**src/rtl/spi_sram_pkg.sv**
```systemverilog
// Shared definitions for the SPI serial-SRAM target and its master: command codes,
// protocol state encoding and field-length helper.
package spi_sram_pkg;

  localparam logic [7:0] READ_COMMAND    = 8'h03;
  localparam logic [7:0] WRITE_COMMAND   = 8'h02;
  localparam int         ADDR_FIELD_BITS = 16;

  typedef enum logic [2:0] {
    IDLE,
    CMD,
    ADDR,
    WDATA,
    RDATA,
    IGNORE
  } spi_state_t;

  // Index of the first (MSB) bit of the field shifted while in the given state.
  function automatic logic [4:0] field_last_bit(input spi_state_t s);
    return (s == ADDR) ? 5'(ADDR_FIELD_BITS - 1) : 5'd7;
  endfunction

endpackage

```
**src/rtl/spi_sync_edge.sv**
```systemverilog
// Multi-stage synchronizer for an asynchronous pin, followed by registered
// rise/fall strobes that are one clk wide.
module spi_sync_edge #(
  parameter int SYNC_STAGES = 2
) (
  input  logic clk,
  input  logic rst_n,
  input  logic din,
  output logic rise,
  output logic fall
);

  logic [SYNC_STAGES-1:0] sync_q;
  logic                   level;

  // Reset to low so a pin that is already low at reset release never yields a fall strobe.
  always_ff @(posedge clk or negedge rst_n) begin
    if (!rst_n) begin
      sync_q <= '0;
      level  <= 1'b0;
      rise   <= 1'b0;
      fall   <= 1'b0;
    end else begin
      sync_q <= {sync_q[SYNC_STAGES-2:0], din};
      level  <= sync_q[SYNC_STAGES-1];
      rise   <= sync_q[SYNC_STAGES-1] & ~level;
      fall   <= ~sync_q[SYNC_STAGES-1] & level;
    end
  end

endmodule

```
**src/rtl/spi_sram_target.sv**
```systemverilog
// SPI mode-0 target emulating a 16-bit-address serial SRAM on a byte-wide memory port.
// Define SPI_SRAM_SEQ_EN for sequential (auto-increment) access; otherwise one byte per frame.
module spi_sram_target
  import spi_sram_pkg::*;
#(
  parameter int ADDR_BITS   = 16,
  parameter int SYNC_STAGES = 2
) (
  input  logic                 clk,
  input  logic                 rst_n,
  input  logic                 sclk,
  input  logic                 cs,
  input  logic                 mosi,
  output logic                 miso,
  output logic                 miso_oe,
  output logic [ADDR_BITS-1:0] mem_addr,
  output logic [7:0]           mem_wdata,
  output logic                 mem_we,
  output logic                 mem_re,
  input  logic [7:0]           mem_rdata,
  output logic                 busy,
  output logic                 cmd_err
);

`ifdef SPI_SRAM_SEQ_EN
  localparam bit SEQ_MODE = 1'b1;
`else
  localparam bit SEQ_MODE = 1'b0;
`endif

  spi_state_t state, state_next;

  logic                 sclk_rise, sclk_fall;
  logic                 cs_rise, cs_fall;
  logic [SYNC_STAGES:0] mosi_q;
  logic                 mosi_s;
  logic [4:0]           bit_cnt;
  logic [14:0]          in_shreg;
  logic [15:0]          in_next;
  logic                 field_done;
  logic                 read_op;
  logic                 first_byte;
  logic                 re_d;
  logic [7:0]           out_shreg;
  logic [7:0]           rbuf;
  logic                 cmd_read, cmd_write, cmd_bad;
  logic                 addr_done, byte_done;

  spi_sync_edge #(
    .SYNC_STAGES(SYNC_STAGES)
  ) u_sclk_sync (
    .clk  (clk),
    .rst_n(rst_n),
    .din  (sclk),
    .rise (sclk_rise),
    .fall (sclk_fall)
  );

  spi_sync_edge #(
    .SYNC_STAGES(SYNC_STAGES)
  ) u_cs_sync (
    .clk  (clk),
    .rst_n(rst_n),
    .din  (cs),
    .rise (cs_rise),
    .fall (cs_fall)
  );

  // One extra stage keeps MOSI aligned with the registered SCLK strobes.
  always_ff @(posedge clk or negedge rst_n) begin
    if (!rst_n) begin
      mosi_q <= '0;
    end else begin
      mosi_q <= {mosi_q[SYNC_STAGES-1:0], mosi};
    end
  end

  assign mosi_s     = mosi_q[SYNC_STAGES];
  assign in_next    = {in_shreg, mosi_s};
  assign field_done = sclk_rise && (bit_cnt == 5'd0);

  always_ff @(posedge clk or negedge rst_n) begin
    if (!rst_n) begin
      state <= IDLE;
    end else begin
      state <= state_next;
    end
  end

  always_comb begin
    state_next = state;
    cmd_read   = 1'b0;
    cmd_write  = 1'b0;
    cmd_bad    = 1'b0;
    addr_done  = 1'b0;
    byte_done  = 1'b0;
    if (cs_rise) begin
      state_next = IDLE;
    end else begin
      case (state)
        IDLE: begin
          if (cs_fall) state_next = CMD;
        end
        CMD: begin
          if (field_done) begin
            if (in_next[7:0] == READ_COMMAND) begin
              cmd_read   = 1'b1;
              state_next = ADDR;
            end else if (in_next[7:0] == WRITE_COMMAND) begin
              cmd_write  = 1'b1;
              state_next = ADDR;
            end else begin
              cmd_bad    = 1'b1;
              state_next = IGNORE;
            end
          end
        end
        ADDR: begin
          if (field_done) begin
            addr_done  = 1'b1;
            state_next = read_op ? RDATA : WDATA;
          end
        end
        WDATA, RDATA: begin
          if (field_done) begin
            byte_done = 1'b1;
            if (!SEQ_MODE) state_next = IGNORE;
          end
        end
        IGNORE: begin
          state_next = IGNORE;
        end
        default: begin
          state_next = IDLE;
        end
      endcase
    end
  end

  always_ff @(posedge clk or negedge rst_n) begin
    if (!rst_n) begin
      bit_cnt    <= '0;
      in_shreg   <= '0;
      read_op    <= 1'b0;
      first_byte <= 1'b0;
      re_d       <= 1'b0;
      out_shreg  <= '0;
      rbuf       <= '0;
      mem_addr   <= '0;
      mem_wdata  <= '0;
      mem_we     <= 1'b0;
      mem_re     <= 1'b0;
      cmd_err    <= 1'b0;
    end else begin
      mem_we  <= 1'b0;
      mem_re  <= 1'b0;
      cmd_err <= cmd_bad;
      re_d    <= mem_re;

      if (state == IDLE && cs_fall) begin
        bit_cnt    <= field_last_bit(CMD);
        first_byte <= 1'b1;
      end

      if (!cs_rise && sclk_rise && (state inside {CMD, ADDR, WDATA, RDATA})) begin
        bit_cnt  <= field_done ? field_last_bit(state_next) : bit_cnt - 5'd1;
        in_shreg <= in_next[14:0];
      end

      if (cmd_read)  read_op <= 1'b1;
      if (cmd_write) read_op <= 1'b0;

      if (addr_done) begin
        mem_addr <= in_next[ADDR_BITS-1:0];
        mem_re   <= read_op;
      end

      if (byte_done && state == WDATA) begin
        mem_wdata <= in_next[7:0];
        mem_we    <= 1'b1;
      end

      // Sequential writes advance the address once the strobe for the current byte is out.
      if (SEQ_MODE && mem_we && state == WDATA) begin
        mem_addr <= mem_addr + ADDR_BITS'(1);
      end

      if (SEQ_MODE && byte_done && state == RDATA) begin
        mem_addr   <= mem_addr + ADDR_BITS'(1);
        mem_re     <= 1'b1;
        first_byte <= 1'b0;
      end

      // Follow-on read bytes wait in rbuf until the falling edge that starts their first bit.
      if (state == RDATA && !cs_rise) begin
        if (re_d) begin
          if (first_byte) out_shreg <= mem_rdata;
          else            rbuf      <= mem_rdata;
        end
        if (sclk_fall) begin
          if (bit_cnt != field_last_bit(RDATA)) out_shreg <= {out_shreg[6:0], 1'b0};
          else if (!first_byte)                 out_shreg <= rbuf;
        end
      end

      if (cs_rise) begin
        in_shreg  <= '0;
        out_shreg <= '0;
      end
    end
  end

  assign busy    = (state != IDLE);
  assign miso_oe = (state == RDATA);
  assign miso    = miso_oe & out_shreg[7];

endmodule

```
**config.mk**
```make
export PLATFORM = sky130hd
export DESIGN_NAME = spi_sram_target
export DESIGN_NICKNAME = d
export VERILOG_FILES = /design/src/rtl/spi_sram_pkg.sv /design/src/rtl/spi_sync_edge.sv /design/src/rtl/spi_sram_target.sv
export SDC_FILE = /design/constraint.sdc
export NUM_CORES = 1
export LEC_CHECK = 0
export CAP_MARGIN = 20
export CORE_MARGIN = 5
export CORE_UTILIZATION = 30
export CTS_CLUSTER_SIZE = 10
export DETAILED_ROUTE_END_ITERATION = 12
export PLACE_DENSITY = 0.57
export SLEW_MARGIN = 10
export SYNTH_ARGS = -nofsm -noshare
export SYNTH_HDL_FRONTEND = slang
export SYNTH_SLANG_ARGS = --single-unit
```
**constraint.sdc**
```tcl
create_clock -name clk -period 4.17 [get_ports clk]
set_clock_uncertainty 0.15 [all_clocks]
set_input_delay 0.834 -clock clk [delete_from_list [all_inputs] [get_ports clk]]
set_output_delay 0.834 -clock clk [all_outputs]
set_load 0.03 [all_outputs]
```
==> results.tsv, run 1 <==
stage	metric	value	unit
floorplan	num_rows	39	
timing	fin_crit	3.28	ns
timing	rsz0062_at_grt	false	
routing	first_pass_iters	4	
logic_synthesis	ys_ff_latch	82	
cells_and_area	area_growth	24.9	%
logic_synthesis	yosysTopAreaCell	dfrtp_1	
critical_path	max_stage_delay	0.66	ns
logic_synthesis	syn_inst	276	
timing	final.setup.worst_slack	0.886	ns
clock_network	clockBufferDepth	2	
logic_synthesis	synth_cell_types	50	
cells_and_area	final_cell_count_no_fill	465	
job	cap_viol_max_count	0	
timing	fin_crit_sh	78.8	%
critical_path	rr_startpoint	bit_cnt[3]	
clock_network	postCtsSetupBuffers	0	
floorplan	die_y	118	um
clock_network	cts-hold-fix-buffers	0	
routing	wire_per_inst	15.3	um
logic_synthesis	synth-main-ff-cell	dfrtp_1	
logic_synthesis	ys_seq_area_share	58.2	%
logic_synthesis	syn_nets	292	
clock_network	cts_tree	built	
critical_path	cp_cell_sequence	nor3b_1 > and2_1 > clkdlybuf4s50_1	
routing	vias	2303	
floorplan	start_util	30.8	%
logic_synthesis	avgSynthCellArea	12.8	sq um
placed_design	pre_cts_ws	1.24	ns
run_status	status	finished, final reports clean	
power	ir_worst_vdd	0.194	mV
critical_path	cp_max_fo	12	
global_routing	grt_pass1_wl	12300	um
global_routing	grt_pass1_vias	2393	
cells_and_area	final_common_cell	dfrtp_1	
logic_synthesis	async_flop_share	100	%
placed_design	hpwl	4710	um
clock_network	clk_latency	0.33	ns
routing	drt-total-wl	7130	um
power	p_leak	1.98	nW
timing	finalSetupViolations	0	
critical_path	worstPathArrival	2.30	ns
min_path	hold_path.startpoint	u_sclk_sync.sync_q[0]	
logic_synthesis	synthDominantCellAreaShare	58.2	%
cells_and_area	antenna_cells	0	
clock_network	clk_pin_slew	0.06	ns
critical_path	crit_buf_inv	1	
clock_network	clock_sinks	82	
clock_network	cts_root_buf	clkbuf_16	
floorplan	die_area	0.0140	sq mm
clock_network	htree_levels	3	
clock_network	cts-resized-gates	0	
routing	drt-initial-drc-count	83	
timing	fin_tns_setup	0	ns
min_path	min_path_type	flop to flop	
critical_path	worst-setup-path-type	flop to output pin	
logic_synthesis	yosys-top-cells-area	dfrtp_1 58%, mux2_2 11%, a22o_1 3.7%	
routing	viasPerCell	4.95	
floorplan	dieWidth	118	um
placed_design	gp_congestion	0.811	
critical_path	path_delay_family	simple AND/OR/NAND/NOR gates	
placed_design	io_buffers	42	
cells_and_area	drive_gt1_share	21.7	%
clock_network	cts_made_buffers	9	
critical_path	cp.required	3.19	ns
cells_and_area	fin_nets	333	
placed_design	dp.cells	448	
floorplan	io_pins	43	
global_routing	grt_max_degree	83	
power	powerDensity	436	mW/mm^2
logic_synthesis	netlist_area	0.00353	sq mm
global_routing	grt_overflow	0	
critical_path	start_kind	flop	
timing	slew_viol_final	0	
routing	drc	0	
timing	slew_headroom	44.7	%
timing	whs	0.198	ns
timing	hold_viol	0	
critical_path	cp-startpoint	state[2]	
logic_synthesis	synth_enable_flop_cells	0	
critical_path	crit_path_end_kind	output pin	
cells_and_area	mostFrequentLayoutCells	82 x dfrtp_1, 41 x clkdlybuf4s50_1, 33 x mux2_2	
timing	max_freq	304	MHz
floorplan	core	0.0115	sq mm
timing	worst_pin_slew	0.826	ns
global_routing	grtUsageTotal	10.9	%
routing	ant_nets	0	
logic_synthesis	yosys_warnings	0	
global_routing	antenna_found_initial	0	
critical_path	worst_path_max_delay_cell	clkdlybuf4s50_1	
## final cells by class
| cell class | instances | area (sq um) |
|---|---|---|
| Clock buffer | 11 | 243 |
| Clock inverter | 5 | 85.1 |
| Fill cell | 1100 | 7060 |
| Inverter | 6 | 22.5 |
| Multi-Input combinational cell | 174 | 1370 |
| Sequential cell | 82 | 2050 |
| Tap cell | 143 | 179 |
| Timing Repair Buffer | 44 | 453 |
## sequential cells by signal (all words and copies together), names as in the netlist, 2 cells and up
name and cells:
mem_wdata 8, out_shreg 8, bit_cnt 5, u_cs_sync.sync_q 2, state 3, mosi_q 3, mem_addr 16, u_sclk_sync.sync_q 2
in_shreg 15, rbuf 8
## path summary, 6_finish.rpt
check | endpoint | slack [ns] | cells past startpoint
min in group asynchronous | u_sclk_sync.sync_q[0] | 0.31 | 1
max reg2reg | mem_addr[12] | 1.60 | 4
min reg2reg | u_sclk_sync.sync_q[1] | 0.20 | 0
max | miso | 0.89 | 3
max in group asynchronous | mem_wdata[2] | 2.97 | 2
min | u_sclk_sync.sync_q[1] | 0.20 | 0
## worst register-to-register path, stage by stage (launching register included)
cell,delay [ns]
dfrtp_1,0.44
or3_4,0.43
or2_1,0.31
nor3_4,0.70
mux2_2,0.43
## power breakdown
part	leakage, nW	internal [mW]	total, mW	switching (mW)
Combinational	0.736	0.0901	0.209	0.119
Sequential	1.08	0.822	0.852	0.0297
Clock	0.156	0.544	0.859	0.315
Total	1.98	1.46	1.92	0.464
## metrics by stage
step / total power [mW] / cell area, sq um / util, %
CTS: 1.95 / 4380 / 38.2
global route: 2.01 / 4410 / 38.4
global placement: 1.07 / 4050 / 35.3
floorplan: 1.01 / 3530 / -
finish: 1.92 / 4410 / 38.4
detailed placement: 1.07 / 4050 / 35.3
## per-layer routing
metal / GRT usage [%] / vias up / part of all wire (%)
met5: 0 / - / 0
met4: 5.24 / 0 / 1.6
met3: 3.39 / 6 / 4.6
met2: 16.0 / 45 / 47
met1: 14.5 / 1154 / 47
li1: - / 1098 / -
## synth_stat cells (all sizes together) (2+ instances only)
cell type,n
dfrtp,82
mux2,33
nand2,19
a22o,15
a21o,9
nor2,9
a311oi,8
clkbuf,8
mux2i,8
o21ai,8
nand2b,7
or3b,7
buf,6
inv,6
or3,5
nor2b,4
nor3,4
a21oi,3
and2,3
ha,3
nand3,3
nor4,3
or2,3
a211oi,2
nand4,2
nor4b,2
o31ai,2
## cell families (layout without fill, tap and decap cells)
family	count (synthesis)	after routing	synth area share, %
flops	82	82	58.2
simple gates	76	76	13.3
compound gates	54	54	11.7
mux	41	41	12.8
buf+inv	20	66	2.94
fa+ha+maj	3	3	1.06
(Power assumes the default switching activity.)
==> run 2: changes to the inputs <==
- PLACE_DENSITY: 0.57 -> 0.59
- clock period: 4.17 -> 3 ns (I/O delays scaled with it)
==> run 2 against run 1 <==
Net effect:
- sequential share of layout area down 0.18 points
- core utilization is 0.15 points higher
- global-route usage increased by 0.44 points
- die area did not move
- routed wire length is 3.6% higher
- hold slack hardly changed
- flip-flop and latch count stayed put
==> results.tsv, run 2 (synthesized netlist as in run 1, its figures left out) <==
stage	metric	value	unit	change
clock_network	cts_made_buffers	9		unchanged
critical_path	worst-setup-path-type	flop to output pin		
routing	ant_nets	0		unchanged
timing	whs	0.197	ns	-0.000458 ns
timing	final.setup.worst_slack	0.186	ns	-0.700 ns
clock_network	htree_levels	3		unchanged
critical_path	worstPathArrival	2.06	ns	-0.24 ns
global_routing	grt_pass1_wl	12800	um	+4.3%
timing	max_freq	355	MHz	
critical_path	crit_path_end_kind	output pin		
clock_network	postCtsSetupBuffers	0		unchanged
power	p_sw_share	24.3	%	+0.13 points
timing	rsz0062_at_grt	false		
global_routing	grt_max_degree	81		-2.4%
power	clkPwrFrac	44.8	%	about the same
floorplan	dieWidth	118	um	unchanged
timing	fin_crit_sh	93.8	%	
cells_and_area	largest_registers	mem_addr (16), in_shreg (15)		
cells_and_area	area_growth	25.4	%	
routing	first_pass_iters	6		+2
clock_network	clk_latency	0.33	ns	about the same
placed_design	io_buffers	42		unchanged
critical_path	rr_startpoint	state[1]		
cells_and_area	mostFrequentLayoutCells	82 x dfrtp_1, 41 x clkdlybuf4s50_1, 33 x mux2_2		
timing	slew_headroom	54.5	%	+9.7 points
power	powerDensity	604	mW/mm^2	+39%
clock_network	cts_root_buf	clkbuf_16		
clock_network	cts_tree	built		
power	p_comb_share	10.9	%	about the same
critical_path	cp_max_fo	12		unchanged
global_routing	grtUsageTotal	11.3	%	+0.44 points
power	p_leak	1.99	nW	+0.62%
placed_design	gp_congestion	0.872		+7.6%
placed_design	hpwl	4940	um	+4.9%
run_status	status	finished, final reports clean		
global_routing	antenna_found_initial	0		unchanged
floorplan	die_y	118	um	unchanged
clock_network	clock_sinks	82		unchanged
timing	fin_crit	2.81	ns	
min_path	hold_path.startpoint	u_cs_sync.sync_q[0]		
routing	drc	0		unchanged
routing	drt-initial-drc-count	121		+46%
global_routing	grt_pass1_vias	2442		+2.0%
critical_path	cp.required	2.25	ns	-0.94 ns
timing	slew_viol_final	0		unchanged
global_routing	grt_overflow	0		unchanged
floorplan	die_area	0.0140	sq mm	unchanged
power	ir_worst_vdd	0.240	mV	+24%
cells_and_area	drive_gt1_share	22.2	%	+0.41 points
cells_and_area	antenna_cells	0		unchanged
floorplan	io_pins	43		unchanged
power	p_int	2.02	mW	+39%
clock_network	clockBufferDepth	2		unchanged
critical_path	r2r_slack	0.63	ns	-0.97 ns
cells_and_area	postLayoutCoreUtil	38.6	%	+0.15 points
floorplan	core	0.0115	sq mm	unchanged
job	cap_viol_max_count	0		unchanged
floorplan	num_rows	39		unchanged
cells_and_area	final_common_cell	dfrtp_1		
timing	fin_tns_setup	0	ns	unchanged
cells_and_area	fin_nets	336		+0.90%
power	p_sw	0.650	mW	+40%
power	pwr-share-seq	44.3	%	about the same
critical_path	cp-startpoint	state[2]		
critical_path	start_kind	flop		
timing	hold_viol	0		unchanged
timing	finalSetupViolations	0		unchanged
routing	viasPerCell	4.96		about the same
routing	wire_per_inst	15.8	um	+2.9%
placed_design	pre_cts_ws	0.554	ns	-0.684 ns
cells_and_area	largest_register_ffs	16		unchanged
routing	vias	2319		+0.69%
clock_network	clk_pin_slew	0.06	ns	about the same
routing	drt-total-wl	7380	um	+3.6%
cells_and_area	regMostFlops	mem_addr		
min_path	min_path_type	flop to flop		
floorplan	start_util	30.8	%	unchanged
timing	worst_pin_slew	0.683	ns	-0.143 ns
==> run 2: cell types whose count changed in the layout (fill, tap and decap cells not counted), sizes merged <==
cell,previous run,this run
buf,3,5
clkinv,1,0
dlygate4sd3,0,1
inv,7,8
==> run 2: metrics by stage <==
| step | total power [mW] | cells | area (sq um) |
|---|---|---|---|
| CTS | 2.71 | 468 | 4420 |
| global route | 2.80 | 468 | 4420 |
| detailed placement | 1.50 | 451 | 4090 |
| global placement | 1.49 | 451 | 4090 |
| finish | 2.67 | 468 | 4420 |
| floorplan | 1.40 | 276 | 3530 |
==> run 2: timing repair <==
| item | CTS | global route |
|---|---|---|
| hold buffers | 1 | 0 |
| hold endpoints to repair | 2 | 0 |
| gates resized for setup | 0 | 0 |
==> run 2: final timing paths <==
path / to / cells after the start
worst min register to register: u_cs_sync.sync_q[1] / 0
worst max register to register: bit_cnt[3] / 4
min in group asynchronous: u_sclk_sync.sync_q[0] / 2
worst max-delay path: miso_oe / 3
max in group asynchronous: bit_cnt[4] / 3
worst min-delay path: u_cs_sync.sync_q[1] / 0
==> run 2: power groups by stage <==
stage          combinational, mW  clock [mW]  sequential (mW)
6_report                   0.291        1.20             1.19
5_1_grt                    0.330        1.28             1.19
4_1_cts                    0.295        1.23             1.18
3_5_place_dp               0.293           0             1.21
3_3_place_gp               0.287           0             1.20
2_1_floorplan              0.217           0             1.19
==> run 2: area by class of cell <==
type / count / area, sq um
Tap cell: 143 / 179
Clock inverter: 5 / 85.1
Timing Repair Buffer: 47 / 470
Inverter: 6 / 22.5
Multi-Input combinational cell: 174 / 1370
Clock buffer: 11 / 243
Sequential cell: 82 / 2050
Fill cell: 1053 / 7040
==> run 2: worst max-delay path, cell delays in order (launching register included) <==
cell and delay [ns]:
dfrtp_1 0.53, nor3b_1 0.34, buf_4 0.19, clkdlybuf4s50_1 0.66
==> run 2: metal layers <==
| metal | up-vias | routed length [um] | global-route usage, % |
|---|---|---|---|
| met5 | - | 0 | 0 |
| met4 | 0 | 155 | 5.10 |
| met3 | 13 | 286 | 2.96 |
| met2 | 49 | 3340 | 16.9 |
| met1 | 1158 | 3600 | 15.4 |
| li1 | 1099 | - | - |
